$ cat src/rtl/calc_seq_ctrl.sv
// calc_seq_ctrl: sequences A/B/OP bytes to a calculator stage and registers its result for downstream.
module calc_seq_ctrl #(
  parameter int unsigned SETTLE_CYCLES = 1
) (
  input  logic        clk,
  input  logic        rst_n,
  input  logic        in_valid,
  output logic        in_ready,
  input  logic [7:0]  in_data,
  input  logic        flush,
  output logic [7:0]  calc_a,
  output logic [7:0]  calc_b,
  output logic [2:0]  calc_op,
  input  logic [15:0] calc_out,
  input  logic        calc_carry,
  output logic        res_valid,
  input  logic        res_ready,
  output logic [15:0] res_data,
  output logic        res_carry,
  output logic        res_zero,
  output logic [1:0]  res_err,
  output logic        busy
);
  typedef enum logic [2:0] {S_A, S_B, S_OP, S_EXEC, S_OUT} state_t;
  state_t state, state_nxt;
  logic [3:0] cnt;
  logic in_fire, res_fire, cap, div0;
  assign in_ready  = state == S_A || state == S_B || state == S_OP;
  assign res_valid = state == S_OUT;
  assign busy      = state != S_A;
  assign in_fire   = in_valid & in_ready & ~flush;
  assign res_fire  = res_valid & res_ready & ~flush;
  assign cap       = state == S_EXEC && cnt <= 4'd1 && !flush;
  assign div0      = calc_op == 3'b011 && calc_b == 8'd0;
  always_ff @(posedge clk or negedge rst_n)
    if (!rst_n) state <= S_A;
    else state <= state_nxt;
  always_comb begin
    state_nxt = state;
    if (flush) state_nxt = S_A;
    else if (in_fire) state_nxt = state == S_A ? S_B : state == S_B ? S_OP : S_EXEC;
    else if (cap) state_nxt = S_OUT;
    else if (res_fire) state_nxt = S_A;
  end
  always_ff @(posedge clk or negedge rst_n)
    if (!rst_n) begin
      calc_a    <= '0;
      calc_b    <= '0;
      calc_op   <= '0;
      res_data  <= '0;
      res_carry <= 1'b0;
      res_zero  <= 1'b0;
      res_err   <= '0;
      cnt       <= '0;
    end else if (flush) begin
      calc_a  <= '0;
      calc_b  <= '0;
      calc_op <= '0;
      res_err <= '0;
      cnt     <= '0;
    end else begin
      if (in_fire && state == S_A) calc_a <= in_data;
      if (in_fire && state == S_B) calc_b <= in_data;
      if (in_fire && state == S_OP) begin
        calc_op <= in_data[2:0];
        res_err <= {1'b0, |in_data[7:3]};
        cnt     <= 4'(SETTLE_CYCLES);
      end
      if (state == S_EXEC) cnt <= cap ? 4'd0 : cnt - 4'd1;
      // Divide by zero overrides whatever the calculator produced
      if (cap) begin
        res_data   <= div0 ? 16'hFFFF : calc_out;
        res_carry  <= (calc_op == 3'b000 || calc_op == 3'b001) & calc_carry;
        res_zero   <= !div0 && calc_out == 16'd0;
        res_err[1] <= div0;
      end
    end
endmodule

$ cat config.mk
export PLATFORM = sky130hd
export DESIGN_NAME = calc_seq_ctrl
export DESIGN_NICKNAME = d
export VERILOG_FILES = /design/src/rtl/calc_seq_ctrl.sv
export SDC_FILE = /design/constraint.sdc
export NUM_CORES = 1
export LEC_CHECK = 0
export CAP_MARGIN = 10
export CORE_MARGIN = 1
export CORE_UTILIZATION = 25
export CTS_CLUSTER_SIZE = 30
export DETAILED_ROUTE_END_ITERATION = 10
export GPL_ROUTABILITY_DRIVEN = 0
export HOLD_SLACK_MARGIN = 0.08
export SLEW_MARGIN = 5
export SYNTH_ARGS = -nofsm -noshare
export SYNTH_HDL_FRONTEND = slang
export SYNTH_SLANG_ARGS = --single-unit
$ cat constraint.sdc
create_clock -name clk -period 1.51 [get_ports clk]
set_input_delay 0.151 -clock clk [delete_from_list [all_inputs] [get_ports clk]]
set_output_delay 0.151 -clock clk [all_outputs]
set_load 0.02 [all_outputs]
# Word level (Yosys, flattened, before mapping)
# Cells that the tools add are included.
# W data, S select, Z words.
totals:
  ff_bits: 46
  inputBits: 30
  word_cells: 69
classes:
  n_addsub: 1
  magnitude_cmp: 1
  n_eq_ne: 6
  n_mux: 20
  bitwise_logic: 6
  n_reduce_logical: 25
ops:
  columns: ["op", "n"]
  rows:
  - ["$mux W8", 4]
  - ["$mux W3", 6]
  - ["$logic_not A16 Y1", 1]
  - ["$mux W16", 1]
  - ["$mux W4", 4]
  - ["$eq A3 B2 Y1 const B", 3]
  - ["$reduce_bool A3 Y1", 3]
  - ["$logic_not A8 Y1", 1]
  - ["$logic_and A1 B1 Y1", 7]
  - ["$eq A3 B1 Y1 const B", 2]
  - ["$logic_not A3 Y1", 2]
  - ["$mux W2", 3]
  - ["$reduce_bool A2 Y1", 3]
  - ["$and A1 B1 Y1", 5]
  - ["$reduce_or A5 Y1", 1]
  - ["$le A4 B1 Y1 const B", 1]
  - ["$reduce_bool A4 Y1", 1]
  - ["$sub A4 B1 Y4 const B", 1]
  - ["$eq A3 B3 Y1 const B", 1]
  - ["$logic_or A1 B1 Y1", 3]
  - ["$logic_not A1 Y1", 2]
  - ["$mux W1", 2]
  - ["$reduce_and A2 Y1", 1]
  - ["$not A1 Y1", 1]

# Logic depth before layout (Yosys ltp)
logic_depth:
  word_depth: 9
  ltp_mapped: 7
  depth_no_buf: 6

# Worst setup path before layout
# OpenSTA, ideal clock, no wires.
synth_timing:
  path_type: "register -> register"
  from: "register cnt[0]"
  to: "register res_zero"
  arrival_ps: 1508
  t_required_ps: 1385
  setup_slack_ps: -122
  path_stages_with_launch: 7
  period_less_slack_ps: 1632
  path_cell_list: "dfrtp_1 > inv_1 > ha_1 > nor2_1 > nor4_4 > buf_4 > mux2_2"
synth_between:
  elab_chain_cells: 4
synth_rtl:
  columns: ["element", "line", "rtl"]
  rows:
  - ["from (decl)", "26", "logic [3:0] cnt;"]
  - ["from (signal assigned)", "67", "cnt <= 4'(SETTLE_CYCLES);"]
  - ["from (signal assigned)", "69", "if (state == S_EXEC) cnt <= cap ? 4'd0 : cnt - 4'd1;"]
  - ["$le A4 B1 Y1", "33", "assign cap = state == S_EXEC && cnt <= 4'd1 && !flush;"]
  - ["$logic_and A1 B1 Y1 (2 in series)", "33", null]
  - ["$reduce_and A2 Y1 (no source line)", null, null]
  - ["to (signal assigned)", "52", "res_zero <= 1'b0;"]
  - ["to (signal assigned)", "74", "res_zero <= !div0 && calc_out == 16'd0;"]
  - ["to (decl)", "20", "output logic res_zero,"]
# No other way between the ends.
# A chain may end at the register's enable or synchronous reset.

# Final worst setup path
# Same ends and word-level chain as after synthesis.

==> results.sh <==
export IMPL_drv_slew=0
export IMPL_grt_pass1_vias=2019
export IMPL_p_comb_share_pct=30.1
export IMPL_synth_top_cell_area_share_pct=56.3
export IMPL_clkTransAtPathRegs_ns=0.08
export IMPL_critPathSlowestCell="dfrtp_2"
export IMPL_yosysWarningCount=0
export IMPL_drc=0
export IMPL_path_cells="inv_2, ha_4, nor2_4, nor4_4, buf_4, mux2_4"
export IMPL_busiest_layer="met2"
export IMPL_final_nets=353
export IMPL_p_int_uw=2450
export IMPL_grt_antenna_before_repair=0
export IMPL_status="complete, but fails checks"
export IMPL_cts_sinks=46
export IMPL_worst_pin_slew_ns=0.336
export IMPL_vias=1954
export IMPL_syn_area_um2=2040
export IMPL_violations="setup timing"
export IMPL_syn_to_final_growth_pct=70.2
export IMPL_fin_tns_setup_ns=-1.65
export IMPL_first_pass_iters=5
export IMPL_grt_util_all_layers_pct=13.7
export IMPL_layout_common_cells="clkdlybuf4s50_1, buf_4, dfrtp_1"
export IMPL_leakage_uw=0.00148
export IMPL_setup_ws_ns=-0.159
export IMPL_crit_type="register to register"
export IMPL_grt_util_met2_pct=22.3
export IMPL_antenna_left=0
export IMPL_start_util_pct=26.2
export IMPL_period_share_pct=111
export IMPL_wire_per_inst_um=13.5
export IMPL_grt_max_degree=47
export IMPL_postSynthCellCount=203
export IMPL_p_clk_share_pct=25.9
export IMPL_yosysSeqAreaShare_pct=56.3
export IMPL_finalHoldViolCount=0
export IMPL_crit_fanout=6
export IMPL_power_share_sequential_pct=43.9
export IMPL_max_freq_ghz=0.599
export IMPL_finalCoreUtilization_pct=44.6
export IMPL_cpLargestDelayFamily="flip-flops"
export IMPL_max_slew_margin_pct=77.5
export IMPL_cts_root_buf="clkbuf_8"
export IMPL_die_h_um=92.4
export IMPL_hpwlAfterDp_um=4130
export IMPL_numPortBuffers=71
export IMPL_swShare_pct=28.3
export IMPL_drt_first_iter_violations=50
export IMPL_yosys_area_top_type="dfrtp_1"
export IMPL_synth_area_top_cells="dfrtp_1, nand2_1, o22a_1"
export IMPL_clock_path_buffers=2
export IMPL_num_rows=32
export IMPL_wirelength_um=5700
export IMPL_p_per_area_nw_per_um2=982
export IMPL_cpPeakStageDelay_ns=0.44
export IMPL_die_x_um=92.4
export IMPL_fill_cells=767
export IMPL_rsz0062_at_grt="true"
export IMPL_period_minus_slack_ns=1.67
export IMPL_core_um2=7810
export IMPL_diodes=0
export IMPL_hold_ws_ns=0.379
export IMPL_ios=72
export IMPL_ys_ff_latch=46
export IMPL_final_setup_viol_count=25
export IMPL_required_ns=1.69
export IMPL_vdd_drop_max_mv=0.531
export IMPL_min_path_type="primary input to asynchronous set/reset pin"
export IMPL_skew_ns=0.00648
export IMPL_h_tree_depth=2
export IMPL_startpoint_type="register"
export IMPL_ys_types=34
export IMPL_clock_latency_ns=0.29
export IMPL_dieArea_um2=8540
export IMPL_cts_made_buffers=5
export IMPL_cts_tree="built"
export IMPL_crit_arrival_ns=1.85
export IMPL_worst_path_buf_inv=2
export IMPL_grt_pass1_wl_um=9430
export IMPL_p_sw_uw=967
export IMPL_max_cap_viol_count=0
export IMPL_met1_usage_pct=18.5
export IMPL_vias_per_cell=4.61
export IMPL_syn_avg_cell_area_um2=10.1
export IMPL_grt_use_met3_pct=3.86
export IMPL_overflow=0
export IMPL_drive_above_1_share_pct=28.0
export IMPL_layout_commonest_cell="clkdlybuf4s50_1"
export IMPL_critPathCaptureType="register"
export IMPL_syn_nets=235
export IMPL_total_power_uw=3420
cells by family after synthesis:
logic type               count (synthesis)  synth area share [%]
buffers and inverters                   16                  3.86
adder cells (fa/ha/maj)                  2                  1.22
AND/OR/NAND/NOR                         81                  19.4
flip-flops                              46                  56.3
multiplexers                             5                  2.57
AO/OA/AOI/OAI                           53                  16.6
worst register-to-register path: cells and delay by family, from the launching register on:
kind                     cells  cell delay [ns]
flip-flops                   1             0.44
AND/OR/NAND/NOR              2             0.37
buffers and inverters        2             0.30
multiplexers                 1             0.30
adder cells (fa/ha/maj)      1             0.15
power groups by stage:
stage | sequential (uW) | combinational (uW) | clock [uW]
after floorplan | 1720 | 250 | 0
after global placement | 1520 | 1000 | 0
after detailed placement | 1520 | 1010 | 0
after CTS | 1500 | 1010 | 925
after global routing | 1530 | 1110 | 972
final | 1500 | 1030 | 886
repair_timing:
action                                  4_1_cts  5_1_grt
hold endpoints to repair                     46        0
resized for setup                            21       33
setup buffers                                 2        5
pin swaps                                     1       15
endpoints found under the setup margin       32       39
hold buffers                                  1        0
per-layer routing:
| metal | vias to the layer above | part of all wire, % |
|---|---|---|
| met4 | 0 | 0.25 |
| li1 | 951 | - |
| met2 | 61 | 47 |
| met5 | - | 0 |
| met3 | 2 | 5.5 |
| met1 | 940 | 47 |
path summary, 6_finish.rpt:
path	startpoint	to	slack (ns)	cells past startpoint
setup / recovery	cnt[0]$_DFFE_PN0P_	res_zero$_DFFE_PN0P_	-0.16	6
hold / removal	rst_n	res_data[1]$_DFFE_PN0P_	0.38	3
setup reg to reg	cnt[0]$_DFFE_PN0P_	res_zero$_DFFE_PN0P_	-0.16	6
hold reg to reg	res_data[15]$_DFFE_PN0P_	res_data[15]$_DFFE_PN0P_	0.51	1
max in group asynchronous	rst_n	state[0]$_DFFE_PN0P_	0.90	3
min in group clk	calc_carry	res_carry$_DFFE_PN0P_	0.43	3
stage by stage:
stage,area [um^2],std cells,worst slack (ns)
after global placement,3190,408,-0.0833
after floorplan,2080,203,-0.0998
after global routing,3480,424,-0.204
after CTS,3320,419,-0.0987
final,3480,424,-0.159
after detailed placement,3190,408,-0.114
cells in the mapped netlist:
library cell   n
a211oi_1       1
a21oi_1       26
a22oi_1        1
a311oi_1       1
a31oi_1        2
buf_1          1
buf_2          3
buf_4          2
buf_6          1
clkbuf_1       2
dfrtp_1       46
ha_1           2
inv_1          7
mux2_2         2
mux2i_1        3
nand2_1       36
nand2_2        1
nand2b_1       3
nand3_1        3
nand3b_1       3
nand4_1        1
nor2_1        16
nor2b_1        1
nor3_1         6
nor3_2         1
nor3b_1        1
nor4_1         4
nor4_4         1
nor4bb_1       2
o21ai_0        4
o22a_1        15
o31ai_1        3
or2_1          1
or2_2          1
flip-flops by register name (all words and copies together) (netlist names):
name,count
cnt,4
calc_a,8
calc_b,8
res_zero,1
res_err,2
state,3
res_carry,1
calc_op,3
res_data,16
area by class of cell:
class	count	area, um^2	share of cell area, %
Tap cell	102	128	3.67
Clock inverter	1	30.0	0.863
Sequential cell	46	1150	33.2
Timing Repair Buffer	120	1100	31.5
Multi-Input combinational cell	141	967	27.8
Inverter	7	26.3	0.755
Clock buffer	7	76.3	2.19
(Power assumes the default switching activity.)
